**src/rtl/spy_pkg.sv**
```systemverilog
// Shared types and constants for the spy round controller.
// The optional strike feature is enabled with the SPY_STRIKES_EN macro.
package spy_pkg;

  typedef enum logic [2:0] {
    S_IDLE   = 3'd0,
    S_P1     = 3'd1,
    S_P2     = 3'd2,
    S_CHECK  = 3'd3,
    S_RESULT = 3'd4,
    S_DONE   = 3'd5
  } spy_state_e;

  localparam int SPY_TIME_LIMIT   = 30;
  localparam int SPY_NUM_ROUNDS   = 5;
  localparam int SPY_STRIKE_LIMIT = 3;

endpackage

```
**src/rtl/spy_countdown.sv**
```systemverilog
// Player-2 countdown: load, decrement on enable, otherwise hold (freeze).
// zero flags an exhausted count so the controller can treat it as a timeout.
module spy_countdown #(
  parameter int W = 6
) (
  input  logic         clock,
  input  logic         reset,
  input  logic         load,
  input  logic [W-1:0] load_val,
  input  logic         dec,
  output logic [W-1:0] count,
  output logic         zero
);

  // Counter register; load has priority, decrement never wraps below zero.
  always_ff @(posedge clock) begin
    if (reset)                   count <= '0;
    else if (load)               count <= load_val;
    else if (dec && count != '0) count <= count - 1'b1;
  end

  assign zero = (count == '0);

endmodule

```
**src/rtl/spy_round_ctrl.sv**
```systemverilog
// Round sequencer for the two-player Morse game.
// Optional feature: define SPY_STRIKES_EN to add a strike counter that ends
// the game after the third loss and exports strikes[1:0].
module spy_round_ctrl
  import spy_pkg::*;
#(
  parameter int TIME_LIMIT = SPY_TIME_LIMIT,
  parameter int NUM_ROUNDS = SPY_NUM_ROUNDS,
  parameter int TIMER_W    = 6,
  parameter int ROUND_W    = 4
) (
  input  logic               clock,
  input  logic               reset,
  input  logic               start,
  input  logic               tick,
  input  logic               p1_finish,
  input  logic               p2_finish,
  input  logic               p2_match,
  output logic               p1_en,
  output logic               p2_en,
  output logic               p1_clear,
  output logic               p2_clear,
  output logic [TIMER_W-1:0] time_left,
  output logic [ROUND_W-1:0] round,
  output logic [ROUND_W-1:0] score,
  output logic               win,
  output logic               lose,
`ifdef SPY_STRIKES_EN
  output logic               game_over,
  output logic [1:0]         strikes
`else
  output logic               game_over
`endif
);

  spy_state_e state, next_state;

  logic               p1_en_d, p2_en_d, p1_clear_d, p2_clear_d;
  logic               win_d, lose_d, game_over_d;
  logic [ROUND_W-1:0] round_d, score_d;
  logic               cd_load, cd_dec, cd_zero;
  logic               timeout, last_round, strike_out;

`ifdef SPY_STRIKES_EN
  logic [1:0] strikes_d;
  assign strike_out = (strikes == 2'(SPY_STRIKE_LIMIT));
`else
  assign strike_out = 1'b0;
`endif

  // A finish on the same cycle as the final tick wins, so the timer is
  // only decremented (and only times out) when no finish is present.
  assign cd_load    = (state == S_P1) && p1_finish;
  assign cd_dec     = (state == S_P2) && tick && !p2_finish;
  assign timeout    = (state == S_P2) && !p2_finish &&
                      (cd_zero || (tick && time_left == TIMER_W'(1)));
  assign last_round = (round == ROUND_W'(NUM_ROUNDS));

  spy_countdown #(.W(TIMER_W)) u_countdown (
    .clock    (clock),
    .reset    (reset),
    .load     (cd_load),
    .load_val (TIMER_W'(TIME_LIMIT)),
    .dec      (cd_dec),
    .count    (time_left),
    .zero     (cd_zero)
  );

  // State register plus registered copies of every output.
  always_ff @(posedge clock) begin
    if (reset) begin
      state     <= S_IDLE;
      p1_en     <= 1'b0;
      p2_en     <= 1'b0;
      p1_clear  <= 1'b0;
      p2_clear  <= 1'b0;
      round     <= '0;
      score     <= '0;
      win       <= 1'b0;
      lose      <= 1'b0;
      game_over <= 1'b0;
`ifdef SPY_STRIKES_EN
      strikes   <= 2'b00;
`endif
    end else begin
      state     <= next_state;
      p1_en     <= p1_en_d;
      p2_en     <= p2_en_d;
      p1_clear  <= p1_clear_d;
      p2_clear  <= p2_clear_d;
      round     <= round_d;
      score     <= score_d;
      win       <= win_d;
      lose      <= lose_d;
      game_over <= game_over_d;
`ifdef SPY_STRIKES_EN
      strikes   <= strikes_d;
`endif
    end
  end

  // Next-state selection.
  always_comb begin
    next_state = state;
    case (state)
      S_IDLE,
      S_DONE:   if (start) next_state = S_P1;
      S_P1:     if (p1_finish) next_state = S_P2;
      S_P2: begin
        if (p2_finish)    next_state = S_CHECK;
        else if (timeout) next_state = S_RESULT;
      end
      S_CHECK:  next_state = S_RESULT;
      S_RESULT: next_state = (last_round || strike_out) ? S_DONE : S_P1;
      default:  next_state = S_IDLE;
    endcase
  end

  // Next output values; enables and game_over follow the state being entered.
  always_comb begin
    p1_en_d     = (next_state == S_P1);
    p2_en_d     = (next_state == S_P2);
    game_over_d = (next_state == S_DONE);
    p1_clear_d  = 1'b0;
    p2_clear_d  = 1'b0;
    win_d       = 1'b0;
    lose_d      = 1'b0;
    round_d     = round;
    score_d     = score;
`ifdef SPY_STRIKES_EN
    strikes_d   = strikes;
`endif
    case (state)
      S_IDLE,
      S_DONE: begin
        if (start) begin
          round_d    = ROUND_W'(1);
          score_d    = '0;
          p1_clear_d = 1'b1;
          p2_clear_d = 1'b1;
`ifdef SPY_STRIKES_EN
          strikes_d  = 2'b00;
`endif
        end
      end
      S_P1:     if (p1_finish) p2_clear_d = 1'b1;
      S_P2:     if (timeout) lose_d = 1'b1;
      S_CHECK: begin
        if (p2_match) begin
          win_d   = 1'b1;
          score_d = (score == '1) ? score : score + 1'b1;
        end else begin
          lose_d  = 1'b1;
        end
      end
      S_RESULT: begin
        if (!(last_round || strike_out)) begin
          round_d    = round + 1'b1;
          p1_clear_d = 1'b1;
          p2_clear_d = 1'b1;
        end
      end
      default: ;
    endcase
`ifdef SPY_STRIKES_EN
    if (lose_d && strikes_d != 2'b11) strikes_d = strikes_d + 1'b1;
`endif
  end

endmodule

```
**config.mk**
```make
export PLATFORM = sky130hd
export DESIGN_NAME = spy_round_ctrl
export DESIGN_NICKNAME = d
export VERILOG_FILES = /design/src/rtl/spy_pkg.sv /design/src/rtl/spy_countdown.sv /design/src/rtl/spy_round_ctrl.sv
export SDC_FILE = /design/constraint.sdc
export NUM_CORES = 1
export LEC_CHECK = 0
export ABC_CLOCK_PERIOD_IN_PS = 2990
export BUFFER_PORTS_ARGS = -buffer_cell sky130_fd_sc_hd__buf_2
export CORE_AREA = 4 4 77 79
export DETAILED_ROUTE_END_ITERATION = 8
export DIE_AREA = 0 0 81 83
export PLACE_DENSITY = 0.4
export REMOVE_ABC_BUFFERS = 1
export SLEW_MARGIN = 15
export SYNTH_ARGS = -nofsm -noshare
export SYNTH_HDL_FRONTEND = slang
export SYNTH_SLANG_ARGS = --single-unit
```
**constraint.sdc**
```tcl
create_clock -name clock -period 2.99 [get_ports clock]
set_input_delay 0.1495 -clock clock [delete_from_list [all_inputs] [get_ports clock]]
set_output_delay 0.1495 -clock clock [all_outputs]
set_load 0.005 [all_outputs]
```
# [After elaboration in Yosys (flattened, before gate mapping)]
# Index checks and enable logic that the tools add are counted.
[word_totals] register_bits=24 in_bits=7 output_inout_bits=21 word_cells=75
[op_classes] add_sub_neg=3 eq_ne=15 muxes=24 bitwise_logic=1 reduce_logical=20
[op_table] operator="4-bit 2-to-1 mux" count=5
[op_table] operator="4-bit case mux with 2 select lines" count=2
[op_table] operator="3-bit 2-to-1 mux" count=5
[op_table] operator="3-bit case mux with 5 select lines" count=1
[op_table] operator="5-bit 2-to-1 mux" count=2
[op_table] operator="3-bit by 2-bit equality test with 1-bit output, second input constant" count=3
[op_table] operator="3-bit equality test, second input constant" count=3
[op_table] operator="4-bit by 1-bit adder with 4-bit output, second input constant" count=2
[op_table] operator="2-bit inequality test, second input constant" count=4
[op_table] operator="1-bit logical AND" count=7
[op_table] operator="3-bit by 1-bit equality test with 1-bit output, second input constant" count=2
[op_table] operator="6-bit by 1-bit equality test with 1-bit output, second input constant" count=1
[op_table] operator="6-bit logical NOT" count=1
[op_table] operator="1-bit 2-to-1 mux" count=6
[op_table] operator="2-bit nonzero test" count=3
[op_table] operator="6-bit nonzero test" count=1
[op_table] operator="2-bit OR reduction" count=3
[op_table] operator="6-bit by 1-bit subtractor with 6-bit output, second input constant" count=1
[op_table] operator="4-bit by 3-bit equality test with 1-bit output, second input constant" count=1
[op_table] operator="4-bit equality test, second input constant" count=1
[op_table] operator="1-bit case mux with 2 select lines" count=2
[op_table] operator="4-bit AND reduction" count=1
[op_table] operator="3-bit logical NOT" count=1
[op_table] operator="1-bit case mux with 3 select lines" count=1
[op_table] operator="4 further kinds" count=4

# [Depth between registers and ports, before layout]
# Gate-level depths: netlist of run 1.
[logic_depth] word_depth=8 ltp_mapped=6 depth_no_buf=6

# [Cells and area by module]
# Synthesis of run 1 repeated with hierarchy kept, for this count alone.
[hier_totals] hier_cells=148 area_unflattened_um2=1291.2
[modules_own_cells] module="spy_round_ctrl" instances=1 cells_per_inst=106 area_each_um2=919.6
[modules_own_cells] module="spy_countdown" instances=1 cells_per_inst=42 area_each_um2=371.6

# [Worst setup path after synthesis of run 1]
# Ideal clock, no wire load.
[synth_path] path_type="register -> register" start="register u_countdown.count[0]" end="register u_countdown.count[5]" setup_ns=0.116 arrival_ns=1.487 t_required_ns=2.874 path_slack_ns=1.388 stages_incl_launch_ff=7 n_path_buf=0 period_less_slack_ns=1.602 path_cell_list="dfxtp_1 inv_1 ha_1 nor4b_1 nor4_2 a211oi_1 a31o_1"
[synth_between] elab_chain_cells=2 elab_cells_between_ends=3
[synth_lines] element="start: declaration" line_no="spy_countdown.sv:11" rtl="output logic [W-1:0] count,"
[synth_lines] element="start signal: assignment" line_no="spy_countdown.sv:18" rtl="else if (load) count <= load_val;"
[synth_lines] element="start signal: assignment" line_no="spy_countdown.sv:19" rtl="else if (dec && count != '0) count <= count - 1'b1;"
[synth_lines] element="branches (longest 2 deep; another with 6-bit by 1-bit subtractor with 6-bit output)"
# Several ways; the timed one is not identified.
# A chain may end at the register's enable or synchronous reset.

# [Worst setup path after layout of run 1]
[layout_path] start="register state[1]" end="register u_countdown.count[5]"
[layout_between] elab_chain_cells=4 elab_cells_between_ends=7
[layout_lines] element="start: declaration" line_no="spy_round_ctrl.sv:36" rtl="spy_state_e state, next_state;"
[layout_lines] element="start signal: assignment" line_no="spy_round_ctrl.sv:86" rtl="state <= next_state;"
[layout_lines] element="3-bit by 2-bit equality test with 1-bit output" line_no="spy_round_ctrl.sv:54" rtl="assign cd_dec = (state == S_P2) && tick && !p2_finish;"
[layout_lines] element="1-bit logical AND (2 in a row)" line_no="spy_round_ctrl.sv:54"
[layout_lines] element="1-bit logical AND" line_no="spy_countdown.sv:19"
# Several ways; a longest one is shown, not always the timed one.

==> metrics, run 1 <==
instance count of the mapped netlist=139; Layout area overhead=21.7%; TNS Setup=0 ns; gr usage total=9.70%; Startpoint Class=flop; power per cell area=492 mW/mm^2; total gr overflow=0; I/O pins=28; Clk network pwr share=37.9%; final core occ=28.8%; Final nets=179; vias in the first global route=1118; fillers=613; worst vdd ir=242 uV; RSZ-0062 raised after global routing=no; Row Count=27; dpl hpwl=2.39 mm; critical setup path kind=reg2reg; first-pass GRT wire length=5.30 mm; die area=0.00672 mm^2; dominant synthesized flop cell=dfxtp_1; Slew Limit Fails=0; YS warnings=0; f_max=549 MHz; n_diodes=0; Period minus WS final=1.82 ns; Worst Tran Pin Value=0.660 ns; initial antenna violation count=0; Die Y=83 um; multi-input logic area=724 um^2; Clock transition at path regs=0.09 ns; H-tree Lvls=1; Num CTS Buffers=3; Setup Buffers After CTS=0; drt initial violations=63; Fin. Hold Viols=0; sequential fraction of design power=47.0%; Vias/cell=4.68; Final Power=0.757 mW; Hold WS=0.161 ns; CP required=3.16 ns; Starting Density=23.7%; Post-Route WL=3.13 mm; drt wl/cell=13.2 um; Vias=1108; Int Power=0.562 mW; largest net degree at the start of global routing=16; Placeable Area=0.00534 mm^2; fin crit share=60.9%; crit end category=flop; layout cells sized above 1=22.4%; CTS Sinks=24; Worst EP arrival=1.99 ns; commonest non-fill, non-tap cells in the layout=buf_2, dfxtp_1, a21oi_1; width of the die=81 um; Hold-fix buffers, CTS=0; switching share of power=25.7%; ys async rst share=0%; Yosys cell types=49; number of port buffers=27; FF-to-FF path depth=4; Clock Tree Buf Depth=2; Setup-failing EPs final=0; most common cell after layout, fill and taps aside=buf_2; Hold Crit Depth=3; Post-synth EDFFs=0; critical path peak fanout=13; clk_lat worst skew=0.27 ns; max-cap viol count=0; CTS root buf=clkbuf_8; Final GP Congestion=0.810; post-route DRC violation count=0; status=complete, no violations; area taken by flip-flops and latches=480 um^2; post-synthesis sequential area ratio=38.0%; CTS resizes=0; worst clock skew=0.00349 ns; P_leak=0.623 nW; Yosys reg bits=24; syn avg cell area=9.10 um^2; DR pass1 iterations=4; Hold Path Class=in2reg; Comb power frac=15.1%; Synth Cell Area=0.00126 mm^2; Slew HR=55.8%; TritonCTS clock tree=yes; Net Sw Power=0.195 mW; Routed Antenna Nets=0
==> synthesized netlist by cell type (3+ instances only) <==
library cell  count  area, um^2
a21oi_1          13        65.1
inv_1            10        37.5
xnor2_1           4        35.0
dfxtp_1          24         480
o21ai_0           3        15.0
nor3_1            4        20.0
or3_1             3        18.8
o2111ai_1         3        26.3
a211oi_1          3        22.5
nand3_1           5        25.0
ha_1              6        75.1
buf_2             3        15.0
nand2_1           5        18.8
nor2_1            9        33.8
==> stage by stage <==
stage,worst slack [ns],instance area [um^2],instances
floorplan,1.35,1240,134
global placement,1.24,1470,233
detailed placement,1.20,1470,233
CTS,1.16,1540,237
global route,1.06,1540,237
finish,1.17,1540,237
==> state kept, by name (all words and copies together) (netlist names) <==
name and count:
lose 1, p2_en 1, round 4, u_countdown.count 6
state 3, win 1, game_over 1, p2_clear 1
p1_en 1, score 4, p1_clear 1
==> cell type report <==
cell class / count / area share [%]
clock inverter: 1 / 1.95
sequential: 24 / 31.2
inverter: 10 / 2.44
multi-input combinational: 100 / 47.1
timing repair buffer: 27 / 8.78
clock buffer: 3 / 2.68
tap: 72 / 5.85
==> worst paths after layout <==
kind	from	endpoint	slack (ns)
setup / recovery	state[1]	u_countdown.count[5]	1.17
hold / removal	p2_match	win	0.16
setup reg to reg	state[1]	u_countdown.count[5]	1.17
hold reg to reg	round[1]	round[1]	0.52
==> worst max-delay path: stages, from the launching register on <==
cell and delay [ns]:
dfxtp_1 0.54, or3b_4 0.46, nor4_2 0.40, a211oi_1 0.14, a31o_1 0.19
==> power by group through the flow <==
stage	registers (mW)	clock network, mW	logic [mW]
after CTS	0.357	0.297	0.116
after global routing	0.361	0.308	0.131
after floorplan	0.362	0	0.0735
final	0.356	0.287	0.114
after global placement	0.363	0	0.116
after detailed placement	0.364	0	0.116
==> cells by family (layout without fill, tap and decap cells) <==
family,count (synthesis),count (layout),share of synthesized area [%]
AND/OR/NAND/NOR,54,54,28.0
AO/OA/AOI/OAI,34,34,18.9
flip-flops,24,24,38.0
buffers and inverters,15,41,4.75
adder cells (fa/ha/maj),6,6,5.93
XOR/XNOR,4,4,2.77
multiplexers,2,2,1.68
==> layer usage <==
layer / part of all wire [%] / GRT usage [%] / wire, um / vias up
met5: 0 / 0 / 0 / -
li1: - / - / - / 574
met2: 46 / 14.9 / 1440 / 22
met4: 0.45 / 2.30 / 14 / 0
met3: 4.6 / 2.17 / 143 / 2
met1: 49 / 13.7 / 1540 / 510
Power figures use the tool's default switching activity.
==> run 2: changes to the inputs <==
Settings changed: ABC_AREA from default to 1, ABC_CLOCK_PERIOD_IN_PS 2990 to 1700, CORE_AREA 4 4 77 79 to 4 4 78 80, DIE_AREA 0 0 81 83 to 0 0 82 84.
Clock period 2.99 ns to 1.7 ns, I/O delays scaled along.
==> run 2 against run 1 <==
Effect of this change:
- fmax rose by 23%
- critical path depth rose by 4
- global-route usage rose by 0.63 points
- largest power group unchanged
- non-clock buffer count rose by 2
- sequential power rose by 86%
- final cell count rose by 27%
- synthesized area rose by 4.5%
- critical path type unchanged
- combinational power rose to 3.5 times the previous value
==> metrics, run 2 <==
TNS Setup=0 ns (unchanged); final core occ=29.8% (+0.96 points); Slew Limit Fails=0 (unchanged); CTS resizes=0 (unchanged); Clock Tree Buf Depth=2 (unchanged); max reg flops=6 (unchanged); drt wl/cell=10.8 um (-18%); crit-path most repeated cell=nor2_1; Net Sw Power=0.493 mW (+150%); worst path buffer plus inverter count=1 (+1); Layout area overhead=21.8% (about the same); max-cap viol count=0 (unchanged); dpl cells=297 (+27%); switching share of power=33.7% (+8.0 points); Post-Route WL=3.25 mm (+3.9%); syn avg cell area=6.68 um^2 (-27%); worst vdd ir=434 uV (+79%); commonest non-fill, non-tap cells in the layout=nand2_1, nor2_1, buf_2; Int Power=0.969 mW (+72%); Placeable Area=0.00541 mm^2 (+1.3%); DR pass1 iterations=6 (+2); number of port buffers=27 (unchanged); crit path max-delay cell type=dfxtp_1; Routed Antenna Nets=0 (unchanged); instance count of the mapped netlist=198 (+42%); post-synth top area share=36.3% (-1.7 points); Clock transition at path regs=0.09 ns (about the same); CP Cell Sequence=inv_1 -> ha_1 -> nand3_1 -> nand3_1 -> nand2_1 -> nor2_1 -> nor2_1 -> nor2_1; Yosys cell types=22 (-55%); largest net degree at the start of global routing=14 (-2); top post-synthesis cells by area=dfxtp_1, nand2_1, nor2_1, inv_1, nand3_1; critical path peak fanout=6 (-7); critical setup path kind=reg2reg; I/O pins=28 (unchanged); Post-synth EDFFs=0 (unchanged); Hold Path Class=in2reg; Row Count=27 (unchanged); CTS Sinks=24 (unchanged); CP required=1.87 ns (-1.29 ns); sequential fraction of design power=45.2% (-1.8 points); Synth area leader=dfxtp_1; Num CTS Buffers=3 (unchanged); first-pass GRT wire length=5.53 mm (+4.4%); Period minus WS final=1.48 ns (-0.344 ns); post-route DRC violation count=0 (unchanged); initial antenna violation count=0 (unchanged); vias in the first global route=1205 (+7.8%); status=complete, no violations; Hold-fix buffers, CTS=0 (unchanged); ys async rst share=0% (unchanged); YS warnings=0 (unchanged); Final GP Congestion=0.712 (-12%); H-tree Lvls=1 (unchanged); fin cells=301 (+27%); gr usage total=10.3% (+0.63 points); worst clock skew=0.00240 ns (-0.00109 ns); Final Power=1.46 mW (+93%); most common cell after layout, fill and taps aside=nand2_1; total gr overflow=0 (unchanged); Worst Tran Pin Value=0.255 ns (-0.405 ns); drt initial violations=22 (-65%); Comb power frac=27.1% (+12 points); leading registers by flop count=u_countdown.count: 6 flops, round: 4 flops, score: 4 flops; dominant synthesized flop cell=dfxtp_1; TritonCTS clock tree=yes; most frequent cell after synthesis=nand2_1; Startpoint Class=flop; CTS root buf=clkbuf_8; width of the die=82 um (+1.2%); P_leak=0.808 nW (+30%); fin crit share=86.9% (+26 points); f_max=677 MHz (+23%); max incr delay on CP=0.39 ns (-0.15 ns); Final nets=243 (+36%); Clk network pwr share=27.6% (-10 points); Top reg by flops=u_countdown.count; Vias/cell=4.19 (-10%); power per cell area=908 mW/mm^2 (+85%); Starting Density=24.5% (+0.77 points); Die Y=84 um (+1.2%); layout cells sized above 1=23.1% (+0.72 points); Worst EP arrival=1.65 ns (-0.34 ns); Setup Buffers After CTS=0 (unchanged); Crit path max-delay family=simple AND/OR/NAND/NOR gates; Synth Cell Area=0.00132 mm^2 (+4.5%); Yosys reg bits=24 (unchanged); n_diodes=0 (unchanged); Vias=1262 (+14%); crit end category=flop; die area=0.00689 mm^2 (+2.5%); clk_lat worst skew=0.27 ns (about the same); Slew HR=82.8% (+27 points); Fin. Hold Viols=0 (unchanged); dpl cell area=0.00156 mm^2 (+6.0%); Final Cell Area=0.00161 mm^2 (+4.6%); post-synthesis sequential area ratio=36.3% (-1.7 points); Setup-failing EPs final=0 (unchanged); RSZ-0062 raised after global routing=no; dpl hpwl=2.52 mm (+5.4%); Commonest cells post-synth=nand2_1, nor2_1, dfxtp_1, inv_1, nand3_1
-- run 2: cell count changes after synthesis, sizes merged, moves of 3 or more --
cell and change:
o2111ai -3, buf -3, or3b -3, nand3 +14
inv +19, xor2 +4, nor2 +32, nor4 -3
nand2 +42, xnor2 -4, a211oi -4, or3 -3
-- run 2: area by class of cell --
cell class	instances	area, um^2
well taps	72	90.1
fillers	614	3790
repair buffers	29	150
multi-input cells	143	726
inverters	29	109
clock buffers	4	55.1
flip-flops and latches	24	480
-- run 2: path summary, 6_finish.rpt --
| kind | start | endpoint | slack, ns | depth (start not counted) |
|---|---|---|---|---|
| worst max-delay path | u_countdown.count[0] | u_countdown.count[3] | 0.22 | 8 |
| worst min-delay path | p2_match | win | 0.08 | 3 |
| worst max register to register | u_countdown.count[0] | u_countdown.count[3] | 0.22 | 8 |
| worst min register to register | score[3] | score[3] | 0.50 | 2 |
-- run 2: cell families after synthesis --
| family | synth area share (%) |
|---|---|
| xor+xnor | 2.65 |
| simple gates | 38.5 |
| fa+ha+maj | 5.68 |
| buf+inv | 8.80 |
| flops | 36.3 |
| compound gates | 8.04 |
-- run 2: power by group through the flow --
stage | clock (mW) | combinational [mW] | sequential, mW
4_1_cts | 0.423 | 0.404 | 0.662
6_report | 0.403 | 0.397 | 0.661
3_3_place_gp | 0 | 0.409 | 0.677
3_5_place_dp | 0 | 0.402 | 0.675
5_1_grt | 0.441 | 0.465 | 0.669
2_1_floorplan | 0 | 0.269 | 0.676
-- run 2: layer usage --
layer	wire length (um)	global-route usage (%)	share of wire (%)
met5	0	0	0
met4	73	4.53	2.2
met3	125	2.05	3.8
met2	1460	16.2	45
met1	1600	13.5	49
-- run 2: worst reg2reg max path, delay by kind of cell, from the launching register on --
kind | cells | cell delay [ns]
buffers and inverters | 1 | 0.12
adders and majority gates | 1 | 0.23
DFF | 1 | 0.39
and+or+nand+nor | 6 | 0.65
-- run 2: metrics by stage --
step	hold slack, ns	setup WS (ns)
6_report	0.0813	0.222
5_1_grt	0.0830	0.0375
4_1_cts	0.0753	0.218
3_5_place_dp	0.372	0.242
3_3_place_gp	0.369	0.291
2_1_floorplan	0.154	0.428
==> run 3: changes to the inputs <==
Settings changed: GPL_TIMING_DRIVEN from default to 0, MAX_ROUTING_LAYER from default to met4.
==> run 3 against run 2 <==
Effect of this change:
- final cell count decreased by 0.66%
- clock power is 1% higher
- die area is the same
- combinational power shrank 3%
- worst setup slack got worse by 0.0035 ns
- register-to-register slack about the same
- critical endpoint is now u_countdown.count[4]
==> metrics, run 3 (synthesis results as in run 2) <==
dpl hpwl=2.46 mm (-2.4%); CTS resizes=0 (unchanged); Slew Limit Fails=0 (unchanged); worst vdd ir=399 uV (-8.0%); critical hold path startpoint=p2_match; drt wl/cell=10.9 um (+0.58%); Vias/cell=4.15 (-1.0%); Placeable Area=0.00541 mm^2 (unchanged); Startpoint Class=flop; crit-path most repeated cell=nor2_1; Final WS setup=0.218 ns (-0.00355 ns); Layout area overhead=20.6%; Hold Path Class=in2reg; leading registers by flop count=u_countdown.count: 6 flops, round: 4 flops, score: 4 flops; f_max=675 MHz (-0.24%); vias in the first global route=1195 (-0.83%); layout cells sized above 1=22.5% (-0.68 points); Routed Antenna Nets=0 (unchanged); DR pass1 iterations=4 (-2); P_leak=0.798 nW (-1.2%); Period minus WS final=1.48 ns (+0.00355 ns); RSZ-0062 raised after global routing=no; status=complete, no violations; post-route DRC violation count=0 (unchanged); Setup-failing EPs final=0 (unchanged); Final Cell Area=0.00160 mm^2 (-0.93%); CP required=1.86 ns (about the same); dpl cell area=0.00154 mm^2 (-0.97%); total gr overflow=0 (unchanged); Hold-fix buffers, CTS=0 (unchanged); Hold Crit Depth=3 (unchanged); I/O pins=28 (unchanged); max-cap viol count=0 (unchanged); commonest non-fill, non-tap cells in the layout=nand2_1, nor2_1, buf_2; crit end category=flop; critical path peak fanout=6 (unchanged); initial antenna violation count=0 (unchanged); number of port buffers=27 (unchanged); Num CTS Buffers=3 (unchanged); Slew HR=75.8% (-7.1 points); final core occ=29.5% (-0.28 points); Final nets=241 (-0.82%); Crit path max-delay family=simple AND/OR/NAND/NOR gates; power per cell area=915 mW/mm^2 (+0.75%); Worst Tran Pin Value=0.364 ns (+0.109 ns); Vias=1241 (-1.7%); Clock transition at path regs=0.09 ns (about the same); Row Count=27 (unchanged); Final Power=1.46 mW (-0.19%); Fin. Hold Viols=0 (unchanged); most common cell after layout, fill and taps aside=nand2_1; gr usage total=10.7% (+0.40 points); Top reg by flops=u_countdown.count; Final GP Congestion=0.735 (+3.2%); TNS Setup=0 ns (unchanged); critical setup path kind=reg2reg; worst flop-to-flop path startpoint=u_countdown.count[0]; CTS Sinks=24 (unchanged); H-tree Lvls=1 (unchanged); CP Cell Sequence=inv_1 -> ha_1 -> nand3_1 -> nand3_1 -> nand2_1 -> nor2_1 -> nor2_1 -> nor2_1; clk_lat worst skew=0.27 ns (about the same); max reg flops=6 (unchanged); die area=0.00689 mm^2 (unchanged); worst clock skew=0.00152 ns (-0.000882 ns); Starting Density=24.5% (unchanged); largest net degree at the start of global routing=19 (+5); Setup Buffers After CTS=0 (unchanged); dpl ws=0.203 ns (-0.0388 ns); FF-to-FF path depth=8 (unchanged); CTS root buf=clkbuf_8; fin crit share=87.1% (+0.21 points); TritonCTS clock tree=yes; worst path buffer plus inverter count=1 (unchanged); first-pass GRT wire length=5.62 mm (+1.6%); crit path max-delay cell type=dfxtp_1; hold-critical path endpoint=win; Worst EP arrival=1.64 ns (about the same); max incr delay on CP=0.39 ns (about the same); Critical R2R Capture=u_countdown.count[4]; r2r setup slk=0.22 ns (about the same); n_diodes=0 (unchanged); drt initial violations=35 (+59%); width of the die=82 um (unchanged); Die Y=84 um (unchanged); Post-Route WL=3.25 mm (about the same); Clock Tree Buf Depth=2 (unchanged)
[run 3: changes by cell type in the layout (fill, tap and decap cells not counted), sizes merged]
cell	previous run	this run
buf	29	27
[run 3: how the worst max path moves through the flow]
| stage | start | to | slack [ns] | cells after the start |
|---|---|---|---|---|
| final | u_countdown.count[0] | u_countdown.count[4] | 0.22 | 8 |
| after CTS | u_countdown.count[0] | u_countdown.count[2] | 0.18 | 9 |
| after global routing | u_countdown.count[0] | u_countdown.count[4] | 0.04 | 9 |
| after detailed placement | u_countdown.count[0] | u_countdown.count[2] | 0.20 | 9 |
| after global placement | u_countdown.count[0] | u_countdown.count[4] | 0.18 | 8 |
| after floorplan | u_countdown.count[0] | u_countdown.count[2] | 0.43 | 9 |
[run 3: routing by layer]
metal,GRT usage [%],wire (um)
met2,16.4,1470
met1,13.4,1600
met4,3.63,54
met3,3.02,117
met5,-,0
[run 3: layout make-up]
type	instances	area [um^2]
inverters	29	109
well taps	72	90.1
multi-input cells	143	726
fillers	640	3810
flip-flops and latches	24	480
repair buffers	27	135
clock buffers	4	55.1
[run 3: power by group]
part	switching, mW	internal (mW)	total (mW)
logic	0.240	0.144	0.384
registers	0.0534	0.612	0.666
clock network	0.202	0.207	0.409
[run 3: metrics by stage]
| stage | cells | hold WS (ns) |
|---|---|---|
| after global routing | 299 | 0.0832 |
| after floorplan | 196 | 0.154 |
| after CTS | 299 | 0.0703 |
| final | 299 | 0.0728 |
| after global placement | 295 | 0.367 |
| after detailed placement | 295 | 0.368 |
[run 3: tightest hold or removal path: stages]
cell,delay (ns)
buf_2,0.10
inv_1,0.07
nor3_1,0.05
